**src/rtl/dmem_arbiter.sv**
```systemverilog
// dmem_arbiter: shares one data memory between the CPU MEM stage and a loader/debug port.
// The CPU has priority; a starvation counter and lockable loader bursts guarantee loader progress.
module dmem_arbiter #(
  parameter int ADDR_W     = 12,
  parameter int DATA_W     = 32,
  parameter int STARVE_MAX = 4
) (
  input  logic              clock,
  input  logic              reset_n,
  input  logic              cpu_req,
  input  logic              cpu_we,
  input  logic [ADDR_W-1:0] cpu_addr,
  input  logic [DATA_W-1:0] cpu_wdata,
  input  logic [2:0]        cpu_funct3,
  output logic              cpu_stall,
  output logic [DATA_W-1:0] cpu_rdata,
  input  logic              ld_req,
  input  logic              ld_we,
  input  logic              ld_lock,
  input  logic [ADDR_W-1:0] ld_addr,
  input  logic [DATA_W-1:0] ld_wdata,
  output logic              ld_gnt,
  output logic              ld_rvalid,
  output logic [DATA_W-1:0] ld_rdata,
  output logic              mem_read_en,
  output logic              mem_write_en,
  output logic [ADDR_W-1:0] mem_addr,
  output logic [DATA_W-1:0] mem_data_in,
  output logic [2:0]        mem_funct3,
  input  logic [DATA_W-1:0] mem_data_out
);
  // state  | meaning
  // S_OPEN | CPU has priority; loader forced in once starve_cnt reaches STARVE_MAX
  // S_LOCK | loader burst owns the memory; CPU is stalled
  typedef enum logic {S_OPEN = 1'b0, S_LOCK = 1'b1} state_t;

  localparam int               CNT_W   = $clog2(STARVE_MAX + 1);
  localparam logic [CNT_W-1:0] CNT_MAX = CNT_W'(STARVE_MAX);
  localparam logic [2:0]       F3_WORD = 3'b010;

  state_t            state_q, state_d;
  logic [CNT_W-1:0]  starve_cnt_q, starve_cnt_d;
  logic              ld_rvalid_q;
  logic [DATA_W-1:0] ld_rdata_q;
  logic              ld_win, cpu_win;

  always_comb begin
    ld_win  = 1'b0;
    cpu_win = 1'b0;
    if (state_q == S_LOCK) begin
      ld_win = ld_req;
    end else begin
      ld_win  = ld_req && (!cpu_req || (starve_cnt_q == CNT_MAX));
      cpu_win = cpu_req && !ld_win;
    end
  end

  always_comb begin
    mem_read_en  = 1'b0;
    mem_write_en = 1'b0;
    mem_addr     = '0;
    mem_data_in  = '0;
    mem_funct3   = '0;
    if (ld_win) begin
      mem_read_en  = !ld_we;
      mem_write_en = ld_we;
      mem_addr     = ld_addr;
      mem_data_in  = ld_wdata;
      mem_funct3   = F3_WORD;
    end else if (cpu_win) begin
      mem_read_en  = !cpu_we;
      mem_write_en = cpu_we;
      mem_addr     = cpu_addr;
      mem_data_in  = cpu_wdata;
      mem_funct3   = cpu_funct3;
    end
  end

  // cpu_win implies a contended cycle whenever ld_req is still high
  always_comb begin
    state_d      = state_q;
    starve_cnt_d = starve_cnt_q;
    if (ld_win || !ld_req) begin
      starve_cnt_d = '0;
    end else if (cpu_win && (starve_cnt_q != CNT_MAX)) begin
      starve_cnt_d = starve_cnt_q + CNT_W'(1);
    end
    case (state_q)
      S_OPEN:  if (ld_win && ld_lock) state_d = S_LOCK;
      S_LOCK:  if ((ld_win && !ld_lock) || !ld_req) state_d = S_OPEN;
      default: state_d = S_OPEN;
    endcase
  end

  always_ff @(posedge clock or negedge reset_n) begin
    if (!reset_n) begin
      state_q      <= S_OPEN;
      starve_cnt_q <= '0;
      ld_rvalid_q  <= 1'b0;
      ld_rdata_q   <= '0;
    end else begin
      state_q      <= state_d;
      starve_cnt_q <= starve_cnt_d;
      ld_rvalid_q  <= ld_win && !ld_we;
      if (ld_win && !ld_we) ld_rdata_q <= mem_data_out;
    end
  end

  assign cpu_stall = cpu_req && !cpu_win;
  assign cpu_rdata = mem_data_out;
  assign ld_gnt    = ld_win;
  assign ld_rvalid = ld_rvalid_q;
  assign ld_rdata  = ld_rdata_q;

endmodule

```
**config.mk**
```make
export PLATFORM = sky130hd
export DESIGN_NAME = dmem_arbiter
export DESIGN_NICKNAME = d
export VERILOG_FILES = /design/src/rtl/dmem_arbiter.sv
export SDC_FILE = /design/constraint.sdc
export NUM_CORES = 1
export LEC_CHECK = 0
export CAP_MARGIN = 20
export CORE_MARGIN = 2
export CORE_UTILIZATION = 26
export CTS_BUF_LIST = sky130_fd_sc_hd__clkbuf_4 sky130_fd_sc_hd__clkbuf_8 sky130_fd_sc_hd__clkbuf_16
export CTS_CLUSTER_SIZE = 28
export DETAILED_ROUTE_END_ITERATION = 7
export MAX_ROUTING_LAYER = met4
export PLACE_DENSITY = 0.8
export SYNTH_ARGS = -nofsm -noshare
export SYNTH_HDL_FRONTEND = slang
export SYNTH_SLANG_ARGS = --single-unit
```
**constraint.sdc**
```tcl
create_clock -name clock -period 1.5 [get_ports clock]
set_clock_uncertainty 0.05 [all_clocks]
set_input_delay 0.225 -clock clock [delete_from_list [all_inputs] [get_ports clock]]
set_output_delay 0.225 -clock clock [all_outputs]
set_load 0.005 [all_outputs]
```
==> impl_metrics.py <==
metrics = {
    "outcome": {
        "status": "complete, but fails checks",
        "violations": "negative setup slack",
    },
    "detailed_routing": {
        "drt_iter0_markers": 87,
        "wl_per_cell_um": 19.54,
        "drc": 0,
        "ant_nets": 0,
        "via_per_inst": 4.648,
        "firstDrtPassIters": 6,
        "drt-total-wl_mm": 10.88,
        "dr_total_vias": 2589,
    },
    "clock_network": {
        "cts_sinks": 37,
        "cts_buffer_depth": 2,
        "clkTransAtPathRegs_ps": 80,
        "cts_buffers": 5,
        "ctsRootBufferMaster": "clkbuf_8",
        "tritoncts": "built",
        "cts_htree_levels": 2,
        "insertion_delay_ps": 280,
    },
    "run": {
        "maxCapViolations": 0,
    },
    "floorplanning": {
        "rows": 34,
        "dieHeight_um": 98.71,
        "dieArea_um2": 9744,
        "die_w_um": 98.71,
        "ios": 246,
        "initial_core_util": 0.2674,
        "core-area_um2": 8721,
    },
    "timing": {
        "fin_crit_sh": 1.406,
        "rsz0062_at_grt": "true",
        "hold-worst-slack_ps": 343.4,
        "fin_tns_setup_ps": -40710,
        "finalHoldViolations": 0,
        "period_needed_ps": 2109,
        "relSlewSlack": 0.7167,
        "layout_setup_ws_ps": -609.4,
        "fmax_mhz": 474.1,
        "setup_violations": 84,
        "slew_viol_final": 0,
        "tightest_slew_ps": 424.9,
    },
    "grt": {
        "grt_overflow": 0,
        "globalRouteTotalUtil": 0.2198,
        "grt_antenna_before_repair": 0,
        "grt_pass1_wl_mm": 16.20,
        "grt_max_degree": 22,
        "grt_pass1_vias": 2865,
    },
    "synth": {
        "synth.area.top_cells": "dfrtp_1 40%, mux2_4 18%, a22o_1 16%, buf_4 11%, buf_8 1.9%",
        "syn_area_um2": 2332,
        "yosysWarnings": 0,
        "yosys.area.top_type_share": 0.3970,
        "syn_area_per_cell_um2": 12.41,
        "synth-seq-cells": 37,
        "synthCells": 188,
        "synthesis.nets": 320,
        "synth_top_area_cell": "dfrtp_1",
        "ys_seq_area_frac": 0.3970,
        "synth_cell_types": 25,
    },
    "cells_and_area": {
        "nets": 580,
        "regArea_um2": 925.9,
        "fillCellCount": 707,
        "n_antenna_cell": 0,
        "multi_input_area_um2": 1147,
        "stdcell_count": 557,
        "layout-drive-gt1-share": 0.3608,
        "area.growth.synth_to_final_pct": 131.1,
    },
    "place": {
        "hpwl_mm": 8.105,
        "portBuffers": 245,
        "gp_congestion": 0.9159,
        "dpl.cell_count": 518,
    },
    "setup_path": {
        "path_class": "flip-flop to primary output",
        "required_ps": 1220,
        "cp_slowest_cell": "dfrtp_1",
        "start_kind": "flip-flop",
        "reg2reg_from": "starve_cnt_q[1]",
        "crit_buf_inv": 4,
        "crit_chain": "inv_2, ha_4, nand3_4, and2_4, buf_6, buf_16, a22o_4, buf_6",
        "crit_top_cell": "buf_6",
        "max_stage_delay_ps": 410,
        "crit_family": "buffers and inverters",
        "cp-end-kind": "primary output",
        "critPathArrivalTime_ps": 1830,
        "crit_start": "starve_cnt_q[1]",
        "path_max_fanout": 7,
    },
    "power_and_ir_drop": {
        "cellPowerDensity_nw_per_um2": 716.0,
        "p_leak_uw": 0.002643,
        "ir_worst_vdd_uv": 703.2,
    },
    "min_path": {
        "hold_path.class": "primary input to asynchronous set/reset pin",
    },
}
==> placed cells by master, fill, tap and decap left out, types with 2 or more instances in the layout <==
| cell type | Yosys | routed |
|---|---|---|
| inv_2 | 0 | 2 |
| dlygate4sd2_1 | 0 | 12 |
| buf_6 | 1 | 20 |
| a21o_1 | 2 | 2 |
| a22o_1 | 43 | 39 |
| nor2b_4 | 1 | 2 |
| nor2_1 | 2 | 2 |
| and2_4 | 0 | 2 |
| a22o_4 | 0 | 4 |
| nand2_1 | 4 | 3 |
| clkdlybuf4s50_1 | 0 | 161 |
| and3_4 | 0 | 2 |
| buf_16 | 0 | 8 |
| buf_12 | 0 | 8 |
| inv_1 | 5 | 3 |
| buf_2 | 6 | 45 |
| dfrtp_1 | 37 | 37 |
| mux2i_1 | 3 | 3 |
| clkbuf_8 | 0 | 7 |
| dlymetal6s2s_1 | 0 | 20 |
| mux2_4 | 28 | 32 |
| buf_4 | 35 | 16 |
| buf_8 | 3 | 7 |
==> worst register-to-register path: stages (launching register included) <==
cell     delay (ps)
dfrtp_1         410
inv_2            80
ha_4            170
nand2_4          70
buf_6           120
buf_6           110
a21oi_4         170
buf_6           140
buf_12          110
buf_8           110
mux2_4          290
==> routing by layer <==
metal  part of all wire  GRT usage  vias to the layer above
li1                   -          -                     1182
met1               0.36     0.2403                     1246
met2               0.54     0.4118                      151
met3              0.078    0.03830                       10
met4              0.016    0.05374                        0
met5                  0          -                        -
==> flip-flops by register name, indices dropped and copies added (netlist names) <==
signal,flops
ld_rdata,32
starve_cnt_q,3
ld_rvalid,1
state_q,1
==> where the power goes <==
| group | total (uW) | leakage (uW) | switching (uW) | internal [uW] |
|---|---|---|---|---|
| sequential | 1280 | 0.000445 | 107 | 1170 |
| clock | 791 | 0.0000549 | 366 | 424 |
| combinational | 1790 | 0.00214 | 529 | 1260 |
| total | 3860 | 0.00264 | 1000 | 2860 |
==> final timing paths <==
| path | endpoint | slack, ps | cells after the start |
|---|---|---|---|
| max in group asynchronous | ld_rdata[28] | 590 | 3 |
| setup / recovery | mem_addr[6] | -610 | 8 |
| hold reg to reg | ld_rdata[4] | 460 | 1 |
| min in group clock | ld_rdata[4] | 460 | 1 |
| hold / removal | ld_rdata[31] | 340 | 2 |
| setup reg to reg | ld_rdata[3] | -440 | 10 |
==> cell type report <==
type | instances | area share
flip-flops and latches | 37 | 0.1718
inverters | 5 | 0.003482
repair buffers | 299 | 0.5673
multi-input cells | 100 | 0.2129
well taps | 108 | 0.02507
clock inverters | 1 | 0.001625
clock buffers | 7 | 0.01787
==> Yosys cell counts <==
cell	count
and4_1	1
mux2i_1	3
buf_4	35
mux2_2	4
nand2_1	4
a22o_1	43
buf_8	3
nor2_1	2
dfrtp_1	37
nand3_1	1
and2_1	2
a21o_1	2
ha_1	2
a21oi_4	1
inv_1	5
nor3b_1	1
buf_6	1
mux2_4	28
nor2b_1	1
a21boi_2	1
and3_1	2
buf_2	6
nor2b_4	1
clkbuf_1	1
nand2b_1	1
==> repair_timing <==
action / 4_1_cts / 5_1_grt
buffers inserted: 18 / 9
gates cloned: 9 / 1
endpoints found under the hold margin: 16 / 0
gates resized for setup: 262 / 38
pin swaps: 25 / 8
hold buffers: 1 / 0
endpoints found under the setup margin: 95 / 104
==> stage by stage <==
stage	utilization	worst slack [ps]	area, um2	power [uW]
floorplan	-	-83.75	2387	1863
global placement	0.5518	-868.3	4812	2941
detailed placement	0.5518	-875.3	4812	2969
CTS	0.6030	-620.4	5259	3888
global route	0.6181	-658.2	5390	4065
finish	0.6181	-609.4	5390	3860
==> cells by family (layout without fill, tap and decap cells) <==
logic type,after synthesis,after routing,share of synthesized area
simple gates,16,16,0.04077
mux,35,35,0.2124
fa+ha+maj,2,2,0.01073
flops,37,37,0.3970
buf+inv,51,312,0.1593
compound gates,47,47,0.1797
Note: power is estimated with default switching activity, not from simulation.
==> RTL change 1 (same settings) <==
`ADDR_W`: 12 -> 11.
--- a/src/rtl/dmem_arbiter.sv
+++ b/src/rtl/dmem_arbiter.sv
@@ -2,5 +2,5 @@
 // The CPU has priority; a starvation counter and lockable loader bursts guarantee loader progress.
 module dmem_arbiter #(
-  parameter int ADDR_W     = 12,
+  parameter int ADDR_W     = 11,
   parameter int DATA_W     = 32,
   parameter int STARVE_MAX = 4
Ports: changed (resized cpu_addr, ld_addr and mem_addr); port bits go from 246 to 243. No check against the original RTL was run, so the function may have changed too.
==> RTL change 1 against the original RTL <==
- sequential cell count is the same
- fmax grew 3.6%
- power shrank 4.2%
- largest power group unchanged
- the flow still finishes with violations (negative setup slack)
- final area shrank 2.7%
- area after synthesis shrank 0.75%
- count of clock-buffer cells in the layout shrank 2
- via count shrank 1.0%
- combinational power shrank 3%
- critical path depth grew 1
- setup slack gained 0.073 ns
- wire length grew 1.8%
- synthesized cell count shrank 1.6%
==> RTL change 1: results <==
<?xml version="1.0" encoding="UTF-8"?>
<metrics>
  <group name="status">
    <metric name="outcome" unit="">complete, but fails checks</metric>
    <metric name="failed_checks" unit="">negative setup slack</metric>
  </group>
  <group name="critical_path">
    <metric name="cp_data_arrival_time" unit="ns">1.76</metric>
    <metric name="r2r_end" unit="">ld_rdata[25]</metric>
    <metric name="max_stage_delay" unit="ns">0.39</metric>
    <metric name="crit_start" unit="">starve_cnt_q[0]</metric>
  </group>
  <group name="routing">
    <metric name="wire_per_inst" unit="um">20.06</metric>
    <metric name="vias" unit="">2562</metric>
  </group>
  <group name="placed_design">
    <metric name="weighted_congestion_at_the_end_of_routability_driven_global_placement" unit="">0.9401</metric>
    <metric name="postPlaceCellArea" unit="um2">4742</metric>
    <metric name="detailed_place_hpwl" unit="um">7754</metric>
  </group>
  <group name="floorplan">
    <metric name="chipWidth" unit="um">98.36</metric>
  </group>
  <group name="grt">
    <metric name="groute.usage.overall" unit="">0.2269</metric>
  </group>
  <group name="cells_and_area">
    <metric name="post_route_cells_drive_above_1_share" unit="">0.3536</metric>
    <metric name="layout.comb_gates.multi_input" unit="">102</metric>
    <metric name="nNetsFinal" unit="">573</metric>
    <metric name="clock_buffers" unit="">5</metric>
  </group>
  <group name="timing">
    <metric name="finalSetupViolations" unit="">82</metric>
    <metric name="final.setup.worst_slack" unit="ns">-0.5367</metric>
    <metric name="setup_tns" unit="ns">-33.66</metric>
  </group>
  <group name="clocking">
    <metric name="postCtsSetupBuffers" unit="">22</metric>
    <metric name="cts_resized" unit="">250</metric>
  </group>
  <group name="synthesis">
    <metric name="syn_nets" unit="">315</metric>
    <metric name="synth_common_cells" unit="">sky130_fd_sc_hd__a22o_1, sky130_fd_sc_hd__dfrtp_1, sky130_fd_sc_hd__buf_4, sky130_fd_sc_hd__mux2_4, sky130_fd_sc_hd__buf_2</metric>
    <metric name="count_of_unique_library_cells_instantiated_by_yosys" unit="">24</metric>
    <metric name="synth_sequential_area_ratio" unit="">0.4000</metric>
    <metric name="post_synth_main_area_contributors" unit="">sky130_fd_sc_hd__dfrtp_1, sky130_fd_sc_hd__mux2_4, sky130_fd_sc_hd__a22o_1</metric>
  </group>
  <group name="power">
    <metric name="static-leakage-power" unit="uW">0.002565</metric>
  </group>
</metrics>
==> RTL change 1: changes by cell type in the layout (fill, tap and decap cells not counted), sizes merged, moves of 2 or more <==
cell,delta
buf,-6
and2,+4
clkdlybuf4s50,-2
clkinv,+2
inv,-2
==> RTL change 1: per-stage QoR <==
step	instances	setup slack, ns	total power (uW)	hold WS, ns	util
floorplan	185	-0.09199	1867	-0.1206	-
global placement	508	-0.8942	2914	0.2512	0.5464
detailed placement	508	-0.9100	2943	0.2607	0.5464
CTS	550	-0.6039	3757	0.4444	0.5976
global route	552	-0.6306	3917	0.4388	0.6045
finish	552	-0.5367	3698	0.4604	0.6045
==> RTL change 1: per-layer routing <==
metal	up-vias	routed length, um
li1	1171	-
met1	1226	3944
met2	147	5919
met3	18	943
met4	0	268
met5	-	0
==> RTL change 1: worst max path at each step <==
stage	slack (ns)	depth (start not counted)	endpoint
5_1_grt	-0.63	9	mem_data_in[30]
3_5_place_dp	-0.91	5	mem_addr[10]
2_1_floorplan	-0.09	6	ld_rdata[0]
4_1_cts	-0.60	8	mem_data_in[14]
6_report	-0.54	9	mem_data_in[23]
3_3_place_gp	-0.89	5	mem_addr[10]
==> RTL change 1: power breakdown <==
group          total (uW)  internal, uW  switching [uW]
sequential           1280          1170             108
clock                 683           321             362
combinational        1730          1220             515
==> RTL change 1: logic make-up after synthesis <==
| logic type | share of synthesized area |
|---|---|
| adders and majority gates | 0.01081 |
| muxes | 0.2097 |
| DFF | 0.4000 |
| AOI/OAI and AO/OA | 0.1795 |
| buffers and inverters | 0.1605 |
| and+or+nand+nor | 0.03946 |
==> RTL change 2 (config.mk and constraints unchanged) <==
Without the edit above. Make the reset (`reset_n`) synchronous in one clocked block.
--- a/src/rtl/dmem_arbiter.sv
+++ b/src/rtl/dmem_arbiter.sv
@@ -93,5 +93,5 @@
   end
 
-  always_ff @(posedge clock or negedge reset_n) begin
+  always_ff @(posedge clock) begin
     if (!reset_n) begin
       state_q      <= S_OPEN;
Check against the original RTL: differs if reset_n is asserted again (counterexample within 4 cycles, from zero or initial values and one cycle with reset_n low); with reset_n held inactive, the same outputs for 4 cycles.
==> RTL change 2 against the original RTL <==
- the run still ends with negative setup slack left
- wire length is 0.57% lower
- highest routed layer unchanged
- sequential cell count stayed put
- final area is 7.7% lower
- area after synthesis is 3.1% lower
- combinational power is 37% lower
- sequential share of layout area is 2.2 points lower
- non-clock buffer count is 16 lower
- synthesized cell count is 36% higher
- count of clock-buffer cells in the layout stayed put
- first-iteration DRC count is 9.2% higher
- setup slack better by 0.17 ns
- power is 20% lower
- cell count is 8.1% higher
==> RTL change 2: results <==
<?xml version="1.0" encoding="UTF-8"?>
<metrics>
  <group name="status">
    <metric name="outcome" unit="">complete, but fails checks</metric>
    <metric name="failed_checks" unit="">negative setup slack</metric>
  </group>
  <group name="cells_and_area">
    <metric name="nFillCells" unit="">769</metric>
    <metric name="final_core_utilization" unit="">0.5791</metric>
    <metric name="post_route_cells_drive_above_1_share" unit="">0.2267</metric>
  </group>
  <group name="critical_path">
    <metric name="timing.critical_path.to" unit="">mem_data_in[22]</metric>
    <metric name="cp_data_arrival_time" unit="ns">1.67</metric>
    <metric name="timing.reg2reg.setup_slack" unit="ns">-0.24</metric>
    <metric name="ff2ff_path_depth" unit="">11</metric>
  </group>
  <group name="grt">
    <metric name="gr-usage-met2" unit="">0.3691</metric>
    <metric name="grt_pass1_wl" unit="um">15530</metric>
    <metric name="met1_use_gr" unit="">0.2503</metric>
  </group>
  <group name="power">
    <metric name="static-leakage-power" unit="uW">0.002272</metric>
    <metric name="combinational_power" unit="uW">1120</metric>
  </group>
  <group name="routing">
    <metric name="wire_per_inst" unit="um">17.98</metric>
    <metric name="vias" unit="">2854</metric>
    <metric name="initialDrtViolationCount" unit="">95</metric>
    <metric name="route.layer.met1.wl" unit="um">4306</metric>
    <metric name="route.met3.wl" unit="um">808</metric>
    <metric name="dr_wl_met2" unit="um">5564</metric>
  </group>
  <group name="clocking">
    <metric name="cts_resized" unit="">183</metric>
  </group>
  <group name="synthesis">
    <metric name="synth_common_cells" unit="">sky130_fd_sc_hd__nand2_1, sky130_fd_sc_hd__a22o_1, sky130_fd_sc_hd__dfxtp_1, sky130_fd_sc_hd__buf_4, sky130_fd_sc_hd__mux2i_1</metric>
    <metric name="count_of_unique_library_cells_instantiated_by_yosys" unit="">23</metric>
  </group>
  <group name="timing">
    <metric name="final.setup.worst_slack" unit="ns">-0.4437</metric>
    <metric name="finalSetupViolations" unit="">85</metric>
  </group>
</metrics>
-- RTL change 2: cell count changes after synthesis, moves of 2 or more --
cell                       before  now
sky130_fd_sc_hd__a22o_1        43   45
sky130_fd_sc_hd__buf_4         35   33
sky130_fd_sc_hd__buf_6          1    9
sky130_fd_sc_hd__buf_8          3    0
sky130_fd_sc_hd__clkbuf_1       1    4
sky130_fd_sc_hd__dfrtp_1       37    0
sky130_fd_sc_hd__dfxtp_1        0   37
sky130_fd_sc_hd__mux2_2         4    0
sky130_fd_sc_hd__mux2_4        28    0
sky130_fd_sc_hd__mux2i_1        3   32
sky130_fd_sc_hd__nand2_1        4   65
-- RTL change 2: worst max-delay path, stage by stage (launching register included) --
cell	delay, ns
sky130_fd_sc_hd__dfxtp_2	0.32
sky130_fd_sc_hd__inv_2	0.06
sky130_fd_sc_hd__ha_4	0.15
sky130_fd_sc_hd__nand2_4	0.06
sky130_fd_sc_hd__a21boi_4	0.22
sky130_fd_sc_hd__buf_6	0.17
sky130_fd_sc_hd__clkbuf_16	0.14
sky130_fd_sc_hd__a22o_1	0.13
sky130_fd_sc_hd__buf_2	0.13
-- RTL change 2: metrics by stage --
| stage | hold slack (ns) | std cells | TNS (ns) | total power (uW) |
|---|---|---|---|---|
| after CTS | 0.3540 | 596 | -22.94 | 3109 |
| after global placement | 0.3910 | 574 | -46.95 | 2168 |
| after global routing | 0.3591 | 602 | -29.97 | 3212 |
| after detailed placement | 0.3954 | 574 | -48.54 | 2181 |
| final | 0.3604 | 602 | -23.71 | 3072 |
| after floorplan | 0.3171 | 255 | 0 | 1426 |
-- RTL change 2: layout make-up --
class,instances,share of cell area
flip-flops and latches,37,0.1496
inverters,4,0.003017
repair buffers,283,0.5640
clock buffers,7,0.01810
well taps,108,0.02716
multi-input cells,162,0.2321
clock inverters,1,0.006035
